==> src/rtl/pc_fetch_pkg.sv <==
`default_nettype none
// ============================================================================
//  Module      : pc_fetch_pkg
//  Description : Shared types and constants for the PC / fetch sequencer.
//                State encoding, default reset PC, alignment mask and an
//                alignment helper.
//  Revision    : 1.0 - initial release
// ============================================================================
package pc_fetch_pkg;

    typedef enum logic [1:0] {
        ST_FETCH = 2'd0,
        ST_WAIT  = 2'd1,
        ST_ISSUE = 2'd2,
        ST_HALT  = 2'd3
    } state_t;

    localparam logic [31:0] RESET_PC_DEFAULT = 32'h0000_3000;
    localparam logic [1:0]  ALIGN_MASK       = 2'b11;

    // Instruction addresses must be word aligned.
    function automatic logic is_misaligned(input logic [31:0] addr);
        return (addr[1:0] & ALIGN_MASK) != 2'b00;
    endfunction

endpackage
`default_nettype wire

==> src/rtl/fetch_timer.sv <==
`default_nettype none
// ============================================================================
//  Module      : fetch_timer
//  Description : Saturating cycle counter bounding one imem transaction.
//                expired is high during the LIMIT-th enabled cycle since the
//                last clear, so a capture in that same cycle can still win.
//  Ports       : clk, reset_n (async active-low), clr (sync clear),
//                en (count this cycle), expired (limit cycle reached)
//  Revision    : 1.0 - initial release
// ============================================================================
module fetch_timer
    import pc_fetch_pkg::*;
#(
    parameter int LIMIT = 15
) (
    input  logic clk,
    input  logic reset_n,
    input  logic clr,
    input  logic en,
    output logic expired
);

    localparam int             W    = $clog2(LIMIT + 1);
    localparam logic [W-1:0]   LAST = W'(LIMIT - 1);

    logic [W-1:0] count;

    always_ff @(posedge clk or negedge reset_n) begin
        if (!reset_n) begin
            count <= '0;
        end else if (clr) begin
            count <= '0;
        end else if (en && (count != LAST)) begin
            count <= count + 1'b1;
        end
    end

    // count holds the number of enabled cycles already completed.
    assign expired = en && (count == LAST);

endmodule
`default_nettype wire

==> src/rtl/pc_fetch_seq.sv <==
`default_nettype none
// ============================================================================
//  Module      : pc_fetch_seq
//  Description : Owns the architectural PC and sequences one instruction fetch
//                per instruction (imem req/gnt/rvalid), hands the word to
//                decode over valid/ready and loads the PC from the NPC result
//                on accept. Stops on halt request, misaligned NPC or imem
//                timeout; only reset leaves HALT.
//  Ports       : clk, reset_n        clock / async active-low reset
//                pc, npc_in          current PC / NPC result for that PC
//                imem_req/addr/gnt/rvalid/rdata   instruction memory port
//                instr_valid/instr/instr_pc/instr_ready   decode handshake
//                halt_req, halted    stop request / halted status
//                err_misalign, err_timeout   sticky error flags
//                retire_cnt          accepted-instruction count
//  Revision    : 1.0 - initial release
// ============================================================================
module pc_fetch_seq
    import pc_fetch_pkg::*;
#(
    parameter logic [31:0] RESET_PC      = RESET_PC_DEFAULT,
    parameter int          FETCH_TIMEOUT = 15
) (
    input  logic        clk,
    input  logic        reset_n,
    output logic [31:0] pc,
    input  logic [31:0] npc_in,
    output logic        imem_req,
    output logic [31:0] imem_addr,
    input  logic        imem_gnt,
    input  logic        imem_rvalid,
    input  logic [31:0] imem_rdata,
    output logic        instr_valid,
    output logic [31:0] instr,
    output logic [31:0] instr_pc,
    input  logic        instr_ready,
    input  logic        halt_req,
    output logic        halted,
    output logic        err_misalign,
    output logic        err_timeout,
    output logic [31:0] retire_cnt
);

    state_t state;
    logic   halt_pend;
    logic   timer_en;
    logic   timer_clr;
    logic   timer_expired;

    // imem_req is a register reset to 0, so the FETCH state right after reset
    // release is idle for one cycle; gating on imem_req keeps that cycle from
    // accepting a grant or consuming timer budget.
    assign timer_en  = ((state == ST_FETCH) && imem_req) || (state == ST_WAIT);
    assign timer_clr = (state == ST_ISSUE);
    assign imem_addr = pc;

    fetch_timer #(
        .LIMIT (FETCH_TIMEOUT)
    ) u_timer (
        .clk     (clk),
        .reset_n (reset_n),
        .clr     (timer_clr),
        .en      (timer_en),
        .expired (timer_expired)
    );

    always_ff @(posedge clk or negedge reset_n) begin
        if (!reset_n) begin
            state        <= ST_FETCH;
            pc           <= RESET_PC;
            instr        <= '0;
            instr_pc     <= '0;
            instr_valid  <= 1'b0;
            imem_req     <= 1'b0;
            halted       <= 1'b0;
            err_misalign <= 1'b0;
            err_timeout  <= 1'b0;
            retire_cnt   <= '0;
            halt_pend    <= 1'b0;
        end else begin
            if (halt_req && (state != ST_HALT)) begin
                halt_pend <= 1'b1;
            end
            case (state)
                ST_FETCH: begin
                    if (imem_req && imem_gnt) begin
                        imem_req <= 1'b0;
                        if (imem_rvalid) begin
                            instr       <= imem_rdata;
                            instr_pc    <= pc;
                            instr_valid <= 1'b1;
                            state       <= ST_ISSUE;
                        end else if (timer_expired) begin
                            err_timeout <= 1'b1;
                            halted      <= 1'b1;
                            state       <= ST_HALT;
                        end else begin
                            state       <= ST_WAIT;
                        end
                    end else if (timer_expired) begin
                        imem_req    <= 1'b0;
                        err_timeout <= 1'b1;
                        halted      <= 1'b1;
                        state       <= ST_HALT;
                    end else begin
                        // Also raises the first request after reset release.
                        imem_req <= 1'b1;
                    end
                end
                ST_WAIT: begin
                    if (imem_rvalid) begin
                        instr       <= imem_rdata;
                        instr_pc    <= pc;
                        instr_valid <= 1'b1;
                        state       <= ST_ISSUE;
                    end else if (timer_expired) begin
                        err_timeout <= 1'b1;
                        halted      <= 1'b1;
                        state       <= ST_HALT;
                    end
                end
                ST_ISSUE: begin
                    if (instr_valid && instr_ready) begin
                        instr_valid <= 1'b0;
                        retire_cnt  <= retire_cnt + 32'd1;
                        if (is_misaligned(npc_in)) begin
                            err_misalign <= 1'b1;
                            halted       <= 1'b1;
                            state        <= ST_HALT;
                        end else begin
                            pc <= npc_in;
                            if (halt_req || halt_pend) begin
                                halted <= 1'b1;
                                state  <= ST_HALT;
                            end else begin
                                imem_req <= 1'b1;
                                state    <= ST_FETCH;
                            end
                        end
                    end
                end
                default: begin
                    // HALT: everything frozen until reset.
                    imem_req    <= 1'b0;
                    instr_valid <= 1'b0;
                    halted      <= 1'b1;
                end
            endcase
        end
    end

endmodule
`default_nettype wire

==> config.mk <==
export PLATFORM = sky130hd
export DESIGN_NAME = pc_fetch_seq
export DESIGN_NICKNAME = d
export VERILOG_FILES = /design/src/rtl/pc_fetch_pkg.sv /design/src/rtl/fetch_timer.sv /design/src/rtl/pc_fetch_seq.sv
export SDC_FILE = /design/constraint.sdc
export NUM_CORES = 1
export LEC_CHECK = 0
export CAP_MARGIN = 20
export CORE_MARGIN = 3
export CORE_UTILIZATION = 30
export DETAILED_ROUTE_END_ITERATION = 6
export GPL_TIMING_DRIVEN = 0
export MAX_ROUTING_LAYER = met4
export PLACE_DENSITY = 0.7
export SLEW_MARGIN = 20
export SYNTH_ARGS = -nofsm -noshare
export SYNTH_HDL_FRONTEND = slang
export SYNTH_SLANG_ARGS = --single-unit
==> constraint.sdc <==
create_clock -name clk -period 2.05 [get_ports clk]
set_clock_uncertainty 0.2 [all_clocks]
set_input_delay 0.205 -clock clk [delete_from_list [all_inputs] [get_ports clk]]
set_output_delay 0.205 -clock clk [all_outputs]
set_load 0.01 [all_outputs]
==> results.toml, run 1 <==
[status]
status = "complete, no violations"

[setup_path]
cp.required_ns = 2.14
crit_top_cell = "buf_12"
critPathMaxFanout = 10
crit_path_max_incr_delay_ns = 0.40
endpoint_kind = "register"
arrival_ns = 2.08
path_class = "register to register"
r2r-start = "state[1]$_DFFE_PN0P_"
start_kind = "register"
cpMaxStageDelayCell = "dfrtp_2"
critPathLaunch = "state[1]$_DFFE_PN0P_"
crit_chain = "inv_2, ha_1, nor2b_2, o21ai_4, buf_12, buf_12, mux2_2"

[grt]
grt_pass1_wl_mm = 25.5
grt_usage_pct = 15.0
grt_overflow = 0
grt_pass1_vias = 4554
grt_max_degree = 85
antenna_found_initial = 0

[synth]
synth_ff_type = "dfrtp_1"
ys_async_sr_fraction_pct = 100
synthCells = 454
synth-seq-cells = 140
synth.cell_area_mm2 = 0.00605
syn_area_per_cell_um2 = 13.3
synth_edf_count = 0
synth_nets = 532
seq_area_frac_synth_pct = 58.0
synth_warnings = 0
synthDistinctLibCells = 43

[cts]
cts.sink_count = 140
htree_levels = 4
cts_tree = "built"
cts_buffers = 17
root_buffer = "clkbuf_16"
insertion_delay_ns = 0.40
clkTransAtPathRegs_ns = 0.06
clockBufferDepth = 2

[routing]
wirelength_mm = 16.3
wl_per_cell_um = 16.3
via_count = 4497
vias_per_cell = 4.52
drt-initial-drc-count = 153
drc = 0
first_pass_iters = 4
ant_nets = 0

[cells_and_area]
post-route-util_pct = 49.1
antenna_cells = 0
syn_to_final_growth_pct = 59.4
layout.nets = 795
fillCellCount = 1826
final_cell_area_mm2 = 0.00964
drive_gt1_share_pct = 27.1
final_cells = 995

[power]
finalPower_mw = 12.3
intPower_mw = 8.57
max-vdd-ir-drop_v = 0.000555
power.switching_mw = 3.76
clock_power_share_pct = 25.4
combPwrFrac_pct = 41.0
power_per_cell_area_mw_per_mm2 = 1280
p_seq_share_pct = 33.6
swShare_pct = 30.5
leakage_nw = 4.24

[die]
die_area_mm2 = 0.0219
io_pins = 235
initial_core_util_pct = 30.8
core.rowCount = 51
fp.dieW_um = 148
core-area_mm2 = 0.0197
die_h_um = 148

[sta]
fin_hold_ws_ns = 0.0678
slew_violations = 0
max_slew_margin_pct = 67.7
timing.fmax_mhz = 502
hold_viol_final = 0
setup_tns_ns = 0
min_period_ns = 1.99
setup_ws_ns = 0.0572
tightest_slew_ns = 0.479
post-route-period-util_pct = 97.2
setup_viol = 0

[place]
placed_cells = 953
dp_slack_ns = -0.466
place_congestion = 0.814
post-dp-hpwl_mm = 11.8
portBuffers = 233
postPlaceCellArea_mm2 = 0.00875

[job]
max_cap_violations = 0

[worst_hold_path]
min_from = "imem_rvalid"
hold_path.class = "primary input to register"
[logic make-up (layout without fill, tap and decap cells)]
group / count (synthesis) / count (layout) / synth area share (%)
buffers and inverters: 55 / 331 / 6.00
XOR/XNOR: 33 / 33 / 4.78
AND/OR/NAND/NOR: 92 / 92 / 8.42
AO/OA/AOI/OAI: 31 / 31 / 3.48
flip-flops: 140 / 140 / 58.0
multiplexers: 95 / 95 / 17.7
adder cells (fa/ha/maj): 8 / 8 / 1.66
[layout make-up]
| class | instances | area [um^2] | area share, % |
|---|---|---|---|
| clock buffer | 17 | 425 | 4.41 |
| multi-input combinational | 259 | 2240 | 23.2 |
| clock inverter | 15 | 174 | 1.80 |
| buffer | 48 | 428 | 4.44 |
| inverter | 6 | 22.5 | 0.234 |
| tap | 265 | 332 | 3.44 |
| timing repair buffer | 245 | 2510 | 26.0 |
| sequential | 140 | 3510 | 36.4 |
[per-layer routing]
layer	global-route usage, %	wire, um	vias to the layer above
li1	-	-	2105
met1	18.3	6950	2248
met2	25.2	8290	133
met3	3.92	842	11
met4	3.60	169	0
met5	-	0	-
[critical path: cells and delay by family, from the launching register on]
kind / cells / cell delay (ns)
and+or+nand+nor: 1 / 0.18
buffers and inverters: 3 / 0.39
adders and majority gates: 1 / 0.20
muxes: 1 / 0.33
DFF: 1 / 0.40
AOI/OAI and AO/OA: 1 / 0.16
[path summary, 6_finish.rpt]
check	to	slack, ns	cells past startpoint
min in group asynchronous	instr[6]$_DFFE_PN0P_	0.11	2
hold / removal	err_timeout$_DFFE_PN0N_	0.07	3
setup / recovery	instr_pc[19]$_DFFE_PN0P_	0.06	7
max in group asynchronous	imem_addr[13]$_DFFE_PN1P_	0.71	3
hold reg to reg	err_timeout$_DFFE_PN0N_	0.26	1
setup reg to reg	instr_pc[19]$_DFFE_PN0P_	0.06	7
[cell usage after synthesis (all sizes together) (3+ instances only)]
| cell type | number | area (um^2) |
|---|---|---|
| clkbuf | 4 | 15.0 |
| ha | 8 | 100 |
| nor2 | 10 | 37.5 |
| inv | 6 | 22.5 |
| nand3 | 19 | 100 |
| o21ai | 10 | 61.3 |
| nand4 | 16 | 100 |
| or3 | 3 | 23.8 |
| a21oi | 7 | 35.0 |
| mux2 | 95 | 1070 |
| xnor2 | 31 | 272 |
| nor3 | 5 | 35.0 |
| nand2 | 16 | 60.1 |
| and3 | 7 | 43.8 |
| buf | 45 | 325 |
| and2 | 8 | 50.1 |
| dfrtp | 138 | 3450 |
[power groups by stage]
stage | sequential, mW | combinational (mW) | clock (mW)
global placement | 4.18 | 4.63 | 0
CTS | 4.15 | 4.93 | 3.22
floorplan | 4.45 | 1.90 | 0
finish | 4.14 | 5.06 | 3.13
global route | 4.27 | 5.40 | 3.37
detailed placement | 4.21 | 4.73 | 0
[layout by cell type, fill, tap and decap left out, types with 3 or more instances in the layout]
cell	n
ha_1	6
mux2_1	9
buf_6	3
nor2_1	9
dfrtp_1	136
xnor2_1	31
inv_1	4
mux2_2	86
nand3_1	18
a21oi_1	6
clkdlybuf4s50_1	231
buf_12	9
clkbuf_16	18
o21ai_0	8
and2_1	8
nand4_1	16
buf_4	40
nand2_1	15
inv_6	7
and3_1	5
[registers in the layout, indices dropped and copies added (netlist names)]
| name | count |
|---|---|
| imem_addr | 32 |
| instr | 32 |
| instr_pc | 32 |
| retire_cnt | 32 |
| u_timer.count | 4 |
| state | 2 |
| err_misalign | 1 |
| err_timeout | 1 |
| halt_pend | 1 |
| halted | 1 |
| imem_req | 1 |
| instr_valid | 1 |
[repair_timing]
item / in CTS / in global routing
endpoints found under the setup margin: 117 / 116
setup buffers: 5 / 4
gates resized for setup: 21 / 21
pin swaps: 3 / 5
hold buffers: 1 / 0
hold endpoints to repair: 77 / 0
gates cloned: 0 / 1
Note: power is estimated with default switching activity, not from simulation.
==> run 2: changes to the inputs <==
--- a/config.mk
+++ b/config.mk
@@ -6,7 +6,7 @@
 export NUM_CORES = 1
 export LEC_CHECK = 0
 export CAP_MARGIN = 20
-export CORE_MARGIN = 3
+export CORE_MARGIN = 2
 export CORE_UTILIZATION = 30
 export DETAILED_ROUTE_END_ITERATION = 6
 export GPL_TIMING_DRIVEN = 0
==> run 2 against run 1 <==
Clock power fell by 3%. Routed wire length fell by 3.7%. Register-to-register slack hardly changed. Sequential cell count did not move. Cell area fell by 0.39%. Worst setup slack is essentially flat. Final cell count increased by 0.20%. Core utilization barely moved.
==> results.toml, run 2 (synthesis gave the netlist of run 1 again) <==
[grt]
grt_pass1_wl_mm = 25.0
grt_pass1_vias = 4448
grt_overflow = 0
antenna_found_initial = 0
grt_usage_pct = 15.2
grt_max_degree = 74

[routing]
wirelength_mm = 15.7
via_count = 4468
wl_per_cell_um = 15.7
vias_per_cell = 4.48
ant_nets = 0
drt-initial-drc-count = 179
drc = 0
first_pass_iters = 4

[sta]
fin_hold_ws_ns = 0.0617
setup_ws_ns = 0.0575
post-route-period-util_pct = 97.2
hold_viol_final = 0
min_period_ns = 1.99
timing.fmax_mhz = 502
setup_viol = 0
max_slew_margin_pct = 64.7
tightest_slew_ns = 0.529
slew_violations = 0

[cts]
clockBufferDepth = 2
htree_levels = 4
clkTransAtPathRegs_ns = 0.06
insertion_delay_ns = 0.41
cts.sink_count = 140
cts_tree = "built"
root_buffer = "clkbuf_16"
cts_buffers = 17

[setup_path]
path_class = "register to output pin"
critPathMaxFanout = 4
start_kind = "register"
reg2reg_slack_ns = 0.06
crit_family = "buffers and inverters"
crit_path_max_incr_delay_ns = 0.56
crit_chain = "buf_4, clkdlybuf4s50_1"
endpoint_kind = "output pin"
cpMaxStageDelayCell = "dfstp_2"
arrival_ns = 1.59
cp.required_ns = 1.64
path_buf_inv = 2

[die]
initial_core_util_pct = 30.9
die_area_mm2 = 0.0213
io_pins = 235
die_h_um = 146
core.rowCount = 51
fp.dieW_um = 146
core-area_mm2 = 0.0196

[status]
status = "complete, no violations"

[job]
max_cap_violations = 0

[power]
power_per_cell_area_mw_per_mm2 = 1260
finalPower_mw = 12.1
max-vdd-ir-drop_v = 0.000538
leakage_nw = 4.22

[place]
dp_slack_ns = -0.449
place_congestion = 0.837
placed_cells = 953
post-dp-hpwl_mm = 11.1
portBuffers = 233

[cells_and_area]
layout.nets = 797
drive_gt1_share_pct = 26.8
mostFrequentLayoutCell = "clkdlybuf4s50_1"
final_cells = 997
syn_to_final_growth_pct = 58.8
layout_common_cells = "231 x clkdlybuf4s50_1, 137 x dfrtp_1, 86 x mux2_2"
antenna_cells = 0

[worst_hold_path]
hold_path.class = "primary input to register"
run 2: changes by cell type in the layout (fill, tap and decap cells not counted), sizes merged:
cell,change
dlymetal6s2s,-1
bufinv,-1
clkbuf,+3
buf,+2
dlygate4sd2,+1
inv,-3
clkinv,+1
run 2: metrics by stage:
| stage | utilization [%] | cell area [um^2] | setup TNS [ns] |
|---|---|---|---|
| finish | 49.0 | 9600 | 0 |
| global route | 49.0 | 9600 | -0.000256 |
| detailed placement | 44.7 | 8750 | -37.33 |
| floorplan | - | 6060 | -0.536 |
| CTS | 48.5 | 9500 | -0.0536 |
| global placement | 44.5 | 8720 | -769.02 |
run 2: final cells by class:
type	count	area, um^2
Buffer	48	395
Clock buffer	20	467
Clock inverter	12	125
Fill cell	1774	9990
Inverter	6	22.5
Multi-Input combinational cell	259	2230
Sequential cell	140	3510
Tap cell	265	332
Timing Repair Buffer	247	2520
run 2: report_power, final:
| part | switching [mW] | internal, mW |
|---|---|---|
| Clock | 1.24 | 1.80 |
| Combinational | 1.86 | 3.12 |
| Sequential | 0.553 | 3.57 |
run 2: repair_timing:
action                                  4_1_cts  5_1_grt
setup buffers                                 7        4
hold endpoints to repair                     67        0
endpoints found under the setup margin      118      104
gates cloned                                  0        1
pin swaps                                     2        1
hold buffers                                  1        0
resized for setup                            22       12
run 2: worst register-to-register path, cell delays in order (launching register included):
cell and delay, ns:
dfrtp_1 0.38, inv_2 0.08, ha_4 0.17, and3_1 0.20
o21ai_4 0.18, buf_12 0.17, buf_8 0.16, mux2_1 0.34
run 2: worst paths after layout:
path / from / endpoint / depth (start not counted)
min: imem_rvalid / err_timeout$_DFFE_PN0N_ / 3
min reg2reg: halt_pend$_DFFE_PN0P_ / halt_pend$_DFFE_PN0P_ / 1
min in group asynchronous: reset_n / retire_cnt[7]$_DFFE_PN0P_ / 2
max: imem_addr[13]$_DFFE_PN1P_ / pc[13] / 2
max reg2reg: state[0]$_DFFE_PN0P_ / instr_pc[9]$_DFFE_PN0P_ / 7
max in group asynchronous: reset_n / instr[16]$_DFFE_PN0P_ / 3
run 2: routing by layer:
layer / share of wire [%] / GRT usage [%] / vias up
li1: - / - / 2096
met1: 41 / 18.2 / 2195
met2: 51 / 24.8 / 155
met3: 5.9 / 3.98 / 22
met4: 2.1 / 5.73 / 0
met5: 0 / - / -
==> run 3: changes to the inputs <==
--- a/config.mk
+++ b/config.mk
@@ -10,7 +10,6 @@
 export CORE_UTILIZATION = 30
 export DETAILED_ROUTE_END_ITERATION = 6
 export GPL_TIMING_DRIVEN = 0
-export MAX_ROUTING_LAYER = met4
 export PLACE_DENSITY = 0.7
 export SLEW_MARGIN = 20
 export SYNTH_ARGS = -nofsm -noshare
==> run 3 against run 2 <==
Largest cell class unchanged. Die area is the same. Critical endpoint is now instr[4]$_DFFE_PN0P_. First-iteration DRC count down 16%. Sequential share of layout area unchanged. Worst setup slack got worse by 0.0038 ns. Final cell count unchanged. Routed wire length hardly changed. Total power is essentially flat. Non-clock buffer count is the same. Sequential power about the same.
==> results.toml, run 3 (synthesis gave the netlist of run 1 again) <==
[cells_and_area]
fillCellCount = 1774
drive_gt1_share_pct = 26.8
regArea_mm2 = 0.00351
syn_to_final_growth_pct = 58.8
final_cell_area_mm2 = 0.00960
multiInputGateArea_mm2 = 0.00223
layout_common_cells = "231 x clkdlybuf4s50_1, 137 x dfrtp_1, 86 x mux2_2"
layout.nets = 797
mostFrequentLayoutCell = "clkdlybuf4s50_1"
antenna_cells = 0

[power]
finalPower_mw = 12.1
power.switching_mw = 3.65
p_seq_share_pct = 34.0
clock_power_share_pct = 25.1
intPower_mw = 8.49
power_per_cell_area_mw_per_mm2 = 1270
combPwrFrac_pct = 41.0
leakage_nw = 4.22
swShare_pct = 30.1
max-vdd-ir-drop_v = 0.000544

[cts]
clkTransAtPathRegs_ns = 0.06
root_buffer = "clkbuf_16"
cts_buffers = 17
insertion_delay_ns = 0.41
cts.sink_count = 140
htree_levels = 4
clockBufferDepth = 2
cts_tree = "built"

[grt]
grt_pass1_wl_mm = 25.0
grt_overflow = 0
grt_max_degree = 74
grt_usage_pct = 14.8
grt_pass1_vias = 4451
antenna_found_initial = 0

[place]
postPlaceCellArea_mm2 = 0.00875
place_congestion = 0.825
post-dp-hpwl_mm = 11.1
portBuffers = 233

[setup_path]
arrival_ns = 2.09
r2r-start = "state[0]$_DFFE_PN0P_"
crit_family = "buffers and inverters"
crit_path_max_incr_delay_ns = 0.38
critPathLaunch = "state[0]$_DFFE_PN0P_"
cpMaxStageDelayCell = "dfrtp_1"
cp_num_cells = 7
r2r_end = "instr[4]$_DFFE_PN0P_"
r2r_cells = 7
endpoint_kind = "register"
start_kind = "register"
path_buf_inv = 3
cp.required_ns = 2.15
crit_chain = "inv_2, ha_4, and3_1, o21ai_4, buf_6, buf_8, mux2_2"
path_class = "register to register"
endpoint = "instr[4]$_DFFE_PN0P_"
reg2reg_slack_ns = 0.05
critPathMaxFanout = 10

[die]
die_area_mm2 = 0.0213
initial_core_util_pct = 30.9
fp.dieW_um = 146
die_h_um = 146
core-area_mm2 = 0.0196
io_pins = 235
core.rowCount = 51

[routing]
drc = 0
first_pass_iters = 4
drt-initial-drc-count = 151
wl_per_cell_um = 15.7
vias_per_cell = 4.50
ant_nets = 0
via_count = 4489
wirelength_mm = 15.7

[worst_hold_path]
holdPathStages = 3
hold_path.class = "primary input to register"

[sta]
timing.fmax_mhz = 501
setup_viol = 0
slew_violations = 0
max_slew_margin_pct = 64.7
fin_hold_ws_ns = 0.0685
hold_viol_final = 0
setup_tns_ns = 0
min_period_ns = 2.00
post-route-period-util_pct = 97.4
tightest_slew_ns = 0.530

[job]
max_cap_violations = 0

[status]
status = "complete, no violations"
run 3: cell counts in the layout (fill, tap and decap cells not counted):
No cell type changed its count.
run 3: per-layer routing:
| layer | up-vias | global-route usage, % | routed length [um] |
|---|---|---|---|
| met5 | - | 0 | 0 |
| li1 | 2097 | - | - |
| met1 | 2220 | 18.2 | 6450 |
| met2 | 150 | 24.7 | 7930 |
| met3 | 22 | 4.17 | 944 |
| met4 | 0 | 5.73 | 328 |
run 3: worst min path at each step:
stage	endpoint	startpoint	slack (ns)
CTS	err_timeout$_DFFE_PN0N_	imem_rvalid	0.02
floorplan	err_misalign$_DFFE_PN0P_	reset_n	-0.29
global placement	halt_pend$_DFFE_PN0P_	halt_pend$_DFFE_PN0P_	0.24
global route	err_timeout$_DFFE_PN0N_	imem_rvalid	0.11
finish	err_timeout$_DFFE_PN0N_	imem_rvalid	0.07
detailed placement	retire_cnt[7]$_DFFE_PN0P_	reset_n	-0.005
run 3: layout make-up:
cell class | count | share of cell area [%]
sequential | 140 | 36.5
timing repair buffer | 247 | 26.3
multi-input combinational | 259 | 23.2
clock buffer | 20 | 4.86
buffer | 48 | 4.12
tap | 265 | 3.45
clock inverter | 12 | 1.30
inverter | 6 | 0.235
run 3: power by group through the flow:
stage          Combinational, mW  Sequential (mW)  Clock, mW
2_1_floorplan               1.90             4.45          0
3_3_place_gp                4.63             4.17          0
3_5_place_dp                4.69             4.19          0
4_1_cts                     4.88             4.13       3.15
5_1_grt                     5.32             4.26       3.26
6_report                    4.98             4.13       3.04
run 3: timing repair:
action / 4_1_cts / 5_1_grt
pin swaps: 2 / 1
resized for setup: 22 / 12
hold endpoints to repair: 67 / 0
endpoints found under the setup margin: 118 / 104
buffers inserted: 7 / 4
hold buffers: 1 / 0
cloned: 0 / 1
run 3: per-stage QoR:
stage | cells | util (%) | setup WS, ns
after detailed placement | 953 | 44.7 | -0.449
final | 997 | 49.0 | 0.0538
after CTS | 993 | 48.5 | -0.0143
after floorplan | 454 | - | -0.0150
after global placement | 952 | 44.5 | -5.26
after global routing | 997 | 49.0 | -0.000224
run 3: worst min-delay path: cells and delay by family:
family,cells,cell delay [ns]
AO/OA/AOI/OAI,2,0.25
buffers and inverters,1,0.19
